## config.mk

```make
export PLATFORM = sky130hd
export DESIGN_NAME = seg_scan_mux
export DESIGN_NICKNAME = d
export VERILOG_FILES = /design/src/rtl/seg_scan_mux.sv
export SDC_FILE = /design/constraint.sdc
export NUM_CORES = 1
export LEC_CHECK = 0
export CAP_MARGIN = 20
export CELL_PAD_IN_SITES_DETAIL_PLACEMENT = 0
export CELL_PAD_IN_SITES_GLOBAL_PLACEMENT = 2
export CORE_ASPECT_RATIO = 1.4
export CORE_MARGIN = 2
export CORE_UTILIZATION = 32
export CTS_CLUSTER_SIZE = 24
export DETAILED_ROUTE_END_ITERATION = 6
export PLACE_DENSITY = 0.87
export SLEW_MARGIN = 10
export SYNTH_ARGS = -nofsm -noshare
export SYNTH_HDL_FRONTEND = slang
export SYNTH_SLANG_ARGS = --single-unit
```

## constraint.sdc

```tcl
create_clock -name clk -period 1.8 [get_ports clk]
set_input_delay 0.27 -clock clk [delete_from_list [all_inputs] [get_ports clk]]
set_output_delay 0.27 -clock clk [all_outputs]
set_load 0.02 [all_outputs]
```

## src/rtl/seg_scan_mux.sv

```systemverilog
// seg_scan_mux
// Multiplexed N-digit 7-segment (+DP) display driver. One shared segment bus
// is time-sliced across NUM_DIGITS common-pin digit enables. Each slot starts
// with an anti-ghosting blank interval, then a brightness-controlled PWM
// window. Segment data, digit enable and brightness are snapshotted at the
// start of every slot so a digit never changes mid-slot.
//
// Ports:
//   clk        system clock
//   rstN       asynchronous active-low reset (release synchronised internally)
//   segIn      segment patterns, digit k at [k*SEG_W +: SEG_W], 1 = segment on
//   digEn      per-digit enable, 0 = digit stays dark in its slot
//   bright     global brightness, 0 = 1/16 of the window, 15 = full window
//   seg        segment drive (inverted when SEG_ACTIVE_LOW)
//   segDig     digit drive (active low when DIG_ACTIVE_LOW)
//   scanIdx    index of the digit owning the current slot
//   slotStart  one-cycle pulse on the first output cycle of each slot
module seg_scan_mux #(
    parameter int NUM_DIGITS     = 4,
    parameter int SEG_W          = 8,
    parameter int TICK_DIV       = 1200,
    parameter int BLANK_CYC      = 16,
    parameter int DIG_ACTIVE_LOW = 1,
    parameter int SEG_ACTIVE_LOW = 0
) (
    input  logic                                              clk,
    input  logic                                              rstN,
    input  logic [NUM_DIGITS*SEG_W-1:0]                       segIn,
    input  logic [NUM_DIGITS-1:0]                             digEn,
    input  logic [3:0]                                        bright,
    output logic [SEG_W-1:0]                                  seg,
    output logic [NUM_DIGITS-1:0]                             segDig,
    output logic [$clog2((NUM_DIGITS > 2) ? NUM_DIGITS : 2)-1:0] scanIdx,
    output logic                                              slotStart
);

    localparam int IDX_W = $clog2((NUM_DIGITS > 2) ? NUM_DIGITS : 2);
    localparam int CNT_W = $clog2(TICK_DIV);
    // n*16 and W*(br+1) both fit in CNT_W+5 bits, even when TICK_DIV is a power of 2
    localparam int CMP_W = CNT_W + 5;

    localparam logic [CNT_W-1:0]      CNT_LAST  = CNT_W'(TICK_DIV - 1);
    localparam logic [CNT_W-1:0]      CNT_BLANK = CNT_W'(BLANK_CYC);
    localparam logic [IDX_W-1:0]      IDX_LAST  = IDX_W'(NUM_DIGITS - 1);
    localparam logic [CMP_W-1:0]      WIN       = CMP_W'(TICK_DIV - BLANK_CYC);
    localparam logic [SEG_W-1:0]      SEG_OFF   = (SEG_ACTIVE_LOW != 0) ? '1 : '0;
    localparam logic [NUM_DIGITS-1:0] DIG_OFF   = (DIG_ACTIVE_LOW != 0) ? '1 : '0;

    logic                  rstMeta;
    logic                  rstSyncN;
    logic [CNT_W-1:0]      slotCnt;
    logic [IDX_W-1:0]      digIdx;
    logic [SEG_W-1:0]      snapshot;
    logic                  en;
    logic [3:0]            br;
    logic [SEG_W-1:0]      curSeg;
    logic                  curEn;
    logic [CMP_W-1:0]      nScaled;
    logic [CMP_W-1:0]      wScaled;
    logic                  lit;
    logic [NUM_DIGITS-1:0] digOn;

    // Reset: asserts immediately, releases two clk edges after rstN rises
    always_ff @(posedge clk or negedge rstN) begin
        if (!rstN) begin
            rstMeta  <= 1'b0;
            rstSyncN <= 1'b0;
        end else begin
            rstMeta  <= 1'b1;
            rstSyncN <= rstMeta;
        end
    end

    // Slot timing: slotCnt walks the slot, digIdx advances on the last cycle
    always_ff @(posedge clk or negedge rstSyncN) begin
        if (!rstSyncN) begin
            slotCnt <= '0;
            digIdx  <= '0;
        end else if (slotCnt == CNT_LAST) begin
            slotCnt <= '0;
            digIdx  <= (digIdx == IDX_LAST) ? '0 : digIdx + 1'b1;
        end else begin
            slotCnt <= slotCnt + 1'b1;
        end
    end

    // Decoded select keeps indexing inside segIn/digEn for non-power-of-2 counts
    always_comb begin
        curSeg = '0;
        curEn  = 1'b0;
        for (int k = 0; k < NUM_DIGITS; k++) begin
            if (digIdx == IDX_W'(k)) begin
                curSeg = segIn[k*SEG_W +: SEG_W];
                curEn  = digEn[k];
            end
        end
    end

    // Slot snapshot: captured once at slotCnt==0 and held for the whole slot
    always_ff @(posedge clk or negedge rstSyncN) begin
        if (!rstSyncN) begin
            snapshot <= '0;
            en       <= 1'b0;
            br       <= '0;
        end else if (slotCnt == '0) begin
            snapshot <= curSeg;
            en       <= curEn;
            br       <= bright;
        end
    end

    // PWM window: lit while (slotCnt-BLANK)*16 < W*(br+1); the subtraction is
    // only meaningful past the blank interval, which the first term guards
    always_comb begin
        nScaled = (CMP_W'(slotCnt) - CMP_W'(BLANK_CYC)) << 4;
        wScaled = WIN * CMP_W'({1'b0, br} + 5'd1);
        lit     = (slotCnt >= CNT_BLANK) && en && (nScaled < wScaled);
    end

    always_comb begin
        digOn = '0;
        for (int k = 0; k < NUM_DIGITS; k++) begin
            if (lit && (digIdx == IDX_W'(k))) begin
                digOn[k] = 1'b1;
            end
        end
    end

    // Output stage: every pin registered, polarity applied here
    always_ff @(posedge clk or negedge rstSyncN) begin
        if (!rstSyncN) begin
            seg       <= SEG_OFF;
            segDig    <= DIG_OFF;
            scanIdx   <= '0;
            slotStart <= 1'b0;
        end else begin
            seg       <= (lit ? snapshot : '0) ^ SEG_OFF;
            segDig    <= digOn ^ DIG_OFF;
            scanIdx   <= digIdx;
            slotStart <= (slotCnt == '0);
        end
    end

endmodule
```

==> impl_metrics.env, run 1 <==
export IMPL_clock_fmax_mhz=285
export IMPL_met1_length_um=2560
export IMPL_met3WireLength_um=310
export IMPL_dp_cells=489
export IMPL_drive_gt1_frac=0.280
export IMPL_p_sw_mw=0.626
export IMPL_wl_met2_um=3880
export IMPL_cp_max_fo=6
export IMPL_cts_hold_buf=0
export IMPL_grt_pass1_wl_um=11800
export IMPL_syn2layout_area_growth_pct=51.5
export IMPL_ys_seq_area_frac=0.386
export IMPL_finish_net_count=473
export IMPL_fillers=763
export IMPL_grt_total_usage=0.157
export IMPL_ys_types=46
export IMPL_core_mm2=0.00856
export IMPL_synth_common_cells="dfrtp_1, ha_1, nand2_1"
export IMPL_rsz0062_at_grt="yes"
export IMPL_min_path_type="in2async"
export IMPL_synth_top_area_cell="dfrtp_1"
export IMPL_dr_total_vias=2443
export IMPL_vdd_drop_max_mv=0.388
export IMPL_final_period_utilization=1.95
export IMPL_wire_per_inst_um=13.8
export IMPL_syn_inst=298
export IMPL_die_area_mm2=0.00952
export IMPL_io_pins=57
export IMPL_final_util=0.496
export IMPL_clk_pin_slew_ps=60
export IMPL_cts_tree="yes"
export IMPL_die_y_um=115
export IMPL_setup_viol=14
export IMPL_hpwl_um=5420
export IMPL_fin_ws_ps=-1710
export IMPL_place_congestion=0.880
export IMPL_clk_latency_ps=290
export IMPL_p_int_mw=1.83
export IMPL_synth_warnings=0
export IMPL_routed_via_density=4.84
export IMPL_drt_initial_drc_count=74
export IMPL_antenna_cells=0
export IMPL_worstSetupEndpointType="register"
export IMPL_syn_avg_cell_area_um2=9.39
export IMPL_period_minus_slack_ps=3510
export IMPL_whs_ps=137
export IMPL_grt_start_max_net_pins=21
export IMPL_synth_area_leaders="dfrtp_1, ha_1, a21oi_1"
export IMPL_power_leakage_nw=2.00
export IMPL_fin_cells=505
export IMPL_die_w_um=83.0
export IMPL_outcome="finished with violations"
export IMPL_start_util=0.327
export IMPL_postRouteAntennaNets=0
export IMPL_synth_most_common_cell="dfrtp_1"
export IMPL_ys_dominant_reg_cell="dfrtp_1"
export IMPL_crit_type="reg2reg"
export IMPL_cp_arrival_ps=3730
export IMPL_p_seq_frac=0.420
export IMPL_pwr_share_clk=0.352
export IMPL_wl_um=6960
export IMPL_grt_overflow=0
export IMPL_grt_pass1_vias=2550
export IMPL_switching_share=0.255
export IMPL_first_pass_iters=4
export IMPL_cellPowerDensity_mw_per_mm2=578
export IMPL_pwr_share_comb=0.228
export IMPL_syn_nets=372
export IMPL_cts_root_buffer="clkbuf_16"
export IMPL_tns_ps=-20350
export IMPL_cts_sinks=43
export IMPL_required_ps=2020
export IMPL_netlist_area_mm2=0.00280
export IMPL_cts_buffers=5
export IMPL_synth_top_area_share=0.349
export IMPL_cts_buffer_depth=2
export IMPL_report_final_slew_viol_count=0
export IMPL_violations="setup timing"
export IMPL_synth_edf_count=0
export IMPL_drcViolationCount=0
export IMPL_drv_cap=0
export IMPL_synth_seq_cells=43
export IMPL_htreeDepth=2
export IMPL_hold_viol=0
export IMPL_top_layer="met4"
export IMPL_grt_antenna_before_repair=0
export IMPL_port_buffers=56
export IMPL_fp_row_count=40
export IMPL_skew_ps=5.93
export IMPL_async_flop_share=1.00
export IMPL_cp_start_kind="register"
## per-layer routing
metal | vias up | global-route usage
met5 | - | 0
met4 | 0 | 0.0820
met3 | 15 | 0.0317
met2 | 63 | 0.308
met1 | 1117 | 0.152
li1 | 1248 | -
## area by class of cell
class                      instances  area (µm²)  area share
tap                              105         131      0.0310
multi-input combinational        216        1800       0.424
clock inverter                     3        15.0     0.00354
inverter                          23        86.3      0.0204
clock buffer                       5         125      0.0295
sequential                        43        1080       0.256
timing repair buffer             110        1000       0.236
## layout by cell type (no fill, tap or decap), drive strengths merged, types with 3 or more instances in the layout
cell            n
clkinv          3
nand4           5
inv            23
dfstp           4
buf            54
o21ai          23
a22oi           9
clkdlybuf4s50  56
o2111ai         4
xor2           10
clkbuf          5
and3            6
dfrtp          39
nor2           20
xnor2          11
mux2            4
ha             32
a21oi          23
o211ai         10
nand2          26
nor3            6
## state kept, by name, indices dropped and copies added, names as in the netlist, 2 cells and up
signal and flops:
snapshot 8, segDig 4, digIdx 2, slotCnt 11, seg 8, scanIdx 2, br 4
## timing repair
| item | CTS | global route |
|---|---|---|
| resized for setup | 20 | 17 |
| endpoints found under the setup margin | 24 | 32 |
| pin swaps | 8 | 4 |
| cloned | 3 | 0 |
| setup buffers | 2 | 3 |
## power groups by stage
| stage | clock, mW | combinational [mW] | sequential [mW] |
|---|---|---|---|
| finish | 0.864 | 0.560 | 1.03 |
| global route | 0.938 | 0.624 | 1.03 |
| CTS | 0.897 | 0.550 | 1.03 |
| detailed placement | 0 | 0.537 | 1.05 |
| global placement | 0 | 0.525 | 1.05 |
| floorplan | 0 | 0.273 | 1.06 |
## logic make-up (layout without fill, tap and decap cells)
logic type,Yosys count,in the layout,share of synthesized area
multiplexers,4,4,0.0174
AND/OR/NAND/NOR,76,77,0.143
adder cells (fa/ha/maj),34,34,0.150
other,1,1,0.00134
XOR/XNOR,21,21,0.0657
buffers and inverters,40,141,0.0621
flip-flops,43,43,0.386
AO/OA/AOI/OAI,79,79,0.174
## per-stage QoR
| stage | worst slack, ps | power, mW | cell area, µm² |
|---|---|---|---|
| after floorplan | -1680 | 1.34 | 2950 |
| after detailed placement | -1740 | 1.58 | 3920 |
| after global placement | -1670 | 1.57 | 3920 |
| after global routing | -1880 | 2.60 | 4240 |
| final | -1710 | 2.45 | 4240 |
| after CTS | -1710 | 2.48 | 4180 |
## path summary, 6_finish.rpt
path | from | to | slack (ps) | cells past startpoint
min reg2reg | rstSyncN | slotCnt[2] | 220 | 0
max in group asynchronous | rstSyncN | segDig[3] | 1050 | 1
max | br[1] | seg[7] | -1710 | 16
min in group clk | rstMeta | rstSyncN | 350 | 0
min | rstN | rstSyncN | 140 | 1
max reg2reg | br[1] | seg[7] | -1710 | 16
## critical path: stages (launching register included)
cell and delay [ps]:
dfrtp_1 420, ha_4 190, and3_4 180, ha_4 160, ha_4 280, xnor2_4 110, ha_4 220, a211oi_2 170
o21bai_1 90, maj3_2 320, xnor2_2 140, ha_1 290, and3_4 190, a221oi_4 320, buf_6 160, o211ai_1 80
nor2_1 100
Power figures use the tool's default switching activity.
==> run 2, diff against run 1 <==
- CTS_CLUSTER_DIAMETER: not set -> 40
- CTS_CLUSTER_SIZE: 24 -> not set
==> results of run 2 <==
Final layout, timing and power as in run 1 (identical DEF).
==> run 3, diff against run 2 <==
- CORE_MARGIN: 2 -> 3
==> run 3 against run 2 <==
The run still ends with setup timing left. First-iteration DRC count up 26%. Die area up 4.2%. Clock-buffer cell count up 2. Largest cell class unchanged. Highest routed layer unchanged.
==> impl_metrics.env, run 3 (synthesis gave the netlist of run 1 again) <==
export IMPL_p_sw_mw=0.603
export IMPL_pwr_share_clk=0.356
export IMPL_crit_family="adder cells"
export IMPL_cp_start_kind="register"
export IMPL_first_pass_iters=4
export IMPL_top_register="slotCnt"
export IMPL_antenna_cells=0
export IMPL_drv_cap=0
export IMPL_power_leakage_nw=1.98
export IMPL_cp_arrival_ps=3710
export IMPL_wire_per_inst_um=13.6
export IMPL_critPathMostFrequentCell="ha_1"
export IMPL_slew_headroom=0.552
export IMPL_cts_buffer_depth=2
export IMPL_io_pins=57
export IMPL_fp_row_count=39
export IMPL_drive_gt1_frac=0.278
export IMPL_slowest_stage="dfrtp_2"
export IMPL_required_ps=2010
export IMPL_cts_buffers=5
export IMPL_place_congestion=0.873
export IMPL_skew_ps=5.57
export IMPL_final_cell_mix="clkdlybuf4s50_1, buf_4, dfrtp_1, a21oi_1, ha_1"
export IMPL_place_ws_ps=-1720
export IMPL_period_minus_slack_ps=3500
export IMPL_cts_root_buffer="clkbuf_16"
export IMPL_min_path_type="in2async"
export IMPL_syn2layout_area_growth_pct=51.2
export IMPL_grt_antenna_before_repair=0
export IMPL_grt_pass1_vias=2500
export IMPL_grt_overflow=0
export IMPL_pwr_share_comb=0.228
export IMPL_report_final_slew_viol_count=0
export IMPL_p_int_mw=1.88
export IMPL_outcome="finished with violations"
export IMPL_die_area_mm2=0.00992
export IMPL_cts_tree="yes"
export IMPL_worst_pin_slew_ps=672
export IMPL_cts_sinks=43
export IMPL_grt_start_max_net_pins=25
export IMPL_clock_fmax_mhz=286
export IMPL_port_buffers=56
export IMPL_vdd_drop_max_mv=0.400
export IMPL_violations="setup timing"
export IMPL_largest_reg_flops=11
export IMPL_die_w_um=85.0
export IMPL_p_total_mw=2.48
export IMPL_p_seq_frac=0.416
export IMPL_crit_type="reg2reg"
export IMPL_clk_pin_slew_ps=60
export IMPL_reg_top3="slotCnt (11), seg (8), snapshot (8)"
export IMPL_wl_um=6850
export IMPL_critPathMaxStageDelay_ps=430
export IMPL_cellPowerDensity_mw_per_mm2=586
export IMPL_cp_cell_sequence="ha_4, and3_1, ha_4, ha_1, ha_1, nor3_1, a211oi_2, maj3_1, nand2_1, ha_1, and3_4, a221oi_4, buf_6, o211ai_1, nor2_1"
export IMPL_start_util=0.335
export IMPL_switching_share=0.243
export IMPL_dr_total_vias=2424
export IMPL_final_common_cell="clkdlybuf4s50_1"
export IMPL_grt_pass1_wl_um=11600
export IMPL_rsz0062_at_grt="yes"
export IMPL_drt_initial_drc_count=93
export IMPL_grt_total_usage=0.147
export IMPL_setup_viol=17
export IMPL_core_mm2=0.00834
export IMPL_hold_viol=0
export IMPL_drcViolationCount=0
export IMPL_fin_ws_ps=-1700
export IMPL_cp_max_fo=6
export IMPL_routed_via_density=4.83
export IMPL_clk_latency_ps=280
export IMPL_crit_buf_inv=1
export IMPL_htreeDepth=2
export IMPL_fillers=773
export IMPL_die_y_um=117
export IMPL_worstSetupEndpointType="register"
export IMPL_final_period_utilization=1.95
export IMPL_finish_net_count=473
export IMPL_postRouteAntennaNets=0
export IMPL_hpwl_um=5420
==> run 3: timing repair <==
item	in CTS	in global routing
cloned	2	0
buffers inserted	3	2
hold buffers	0	0
endpoints found under the setup margin	27	25
pin swaps	11	11
gates resized for setup	22	16
==> run 3: final timing paths <==
check	startpoint	end	slack, ps	cells past startpoint
worst min register to register	rstSyncN	slotCnt[2]	260	0
worst max-delay path	br[0]	seg[0]	-1700	15
worst max register to register	br[0]	seg[0]	-1700	15
max in group asynchronous	rstSyncN	br[2]	1030	1
min in group clk	rstMeta	rstSyncN	360	0
worst min-delay path	rstN	rstSyncN	150	1
==> run 3: metal layers <==
layer,share of wire,GRT usage
met1,0.40,0.156
met2,0.54,0.280
met3,0.046,0.0332
met4,0.017,0.0549
met5,0,0
==> run 3: final cells by class <==
| cell class | instances | area, µm² | share of cell area |
|---|---|---|---|
| flip-flops and latches | 43 | 1080 | 0.256 |
| inverters | 23 | 86.3 | 0.0204 |
| well taps | 102 | 128 | 0.0302 |
| repair buffers | 111 | 1010 | 0.239 |
| clock buffers | 7 | 143 | 0.0337 |
| multi-input cells | 215 | 1770 | 0.419 |
| clock inverters | 1 | 5.00 | 0.00118 |
==> run 3: worst reg2reg max path, delay by kind of cell, from the launching register on <==
family                   cells  cell delay [ps]
adder cells (fa/ha/maj)      6             1480
AND/OR/NAND/NOR              5              840
AO/OA/AOI/OAI                3              540
flip-flops                   1              430
buffers and inverters        1              170
==> run 3: power groups by stage <==
stage | combinational (mW) | clock, mW | sequential (mW)
after floorplan | 0.273 | 0 | 1.06
after global placement | 0.531 | 0 | 1.05
after detailed placement | 0.543 | 0 | 1.05
after CTS | 0.564 | 0.914 | 1.03
after global routing | 0.632 | 0.957 | 1.04
final | 0.565 | 0.883 | 1.03
==> run 3: metrics by stage <==
stage | TNS (ps) | instance area (µm²) | std cells | hold slack (ps) | utilization
after floorplan | -19700 | 2950 | 298 | -25.6 | -
after global placement | -19850 | 3920 | 487 | 274 | 0.470
after detailed placement | -20620 | 3920 | 487 | 278 | 0.470
after CTS | -20570 | 4170 | 500 | 142 | 0.500
after global routing | -23080 | 4230 | 502 | 152 | 0.507
final | -20240 | 4230 | 502 | 147 | 0.507
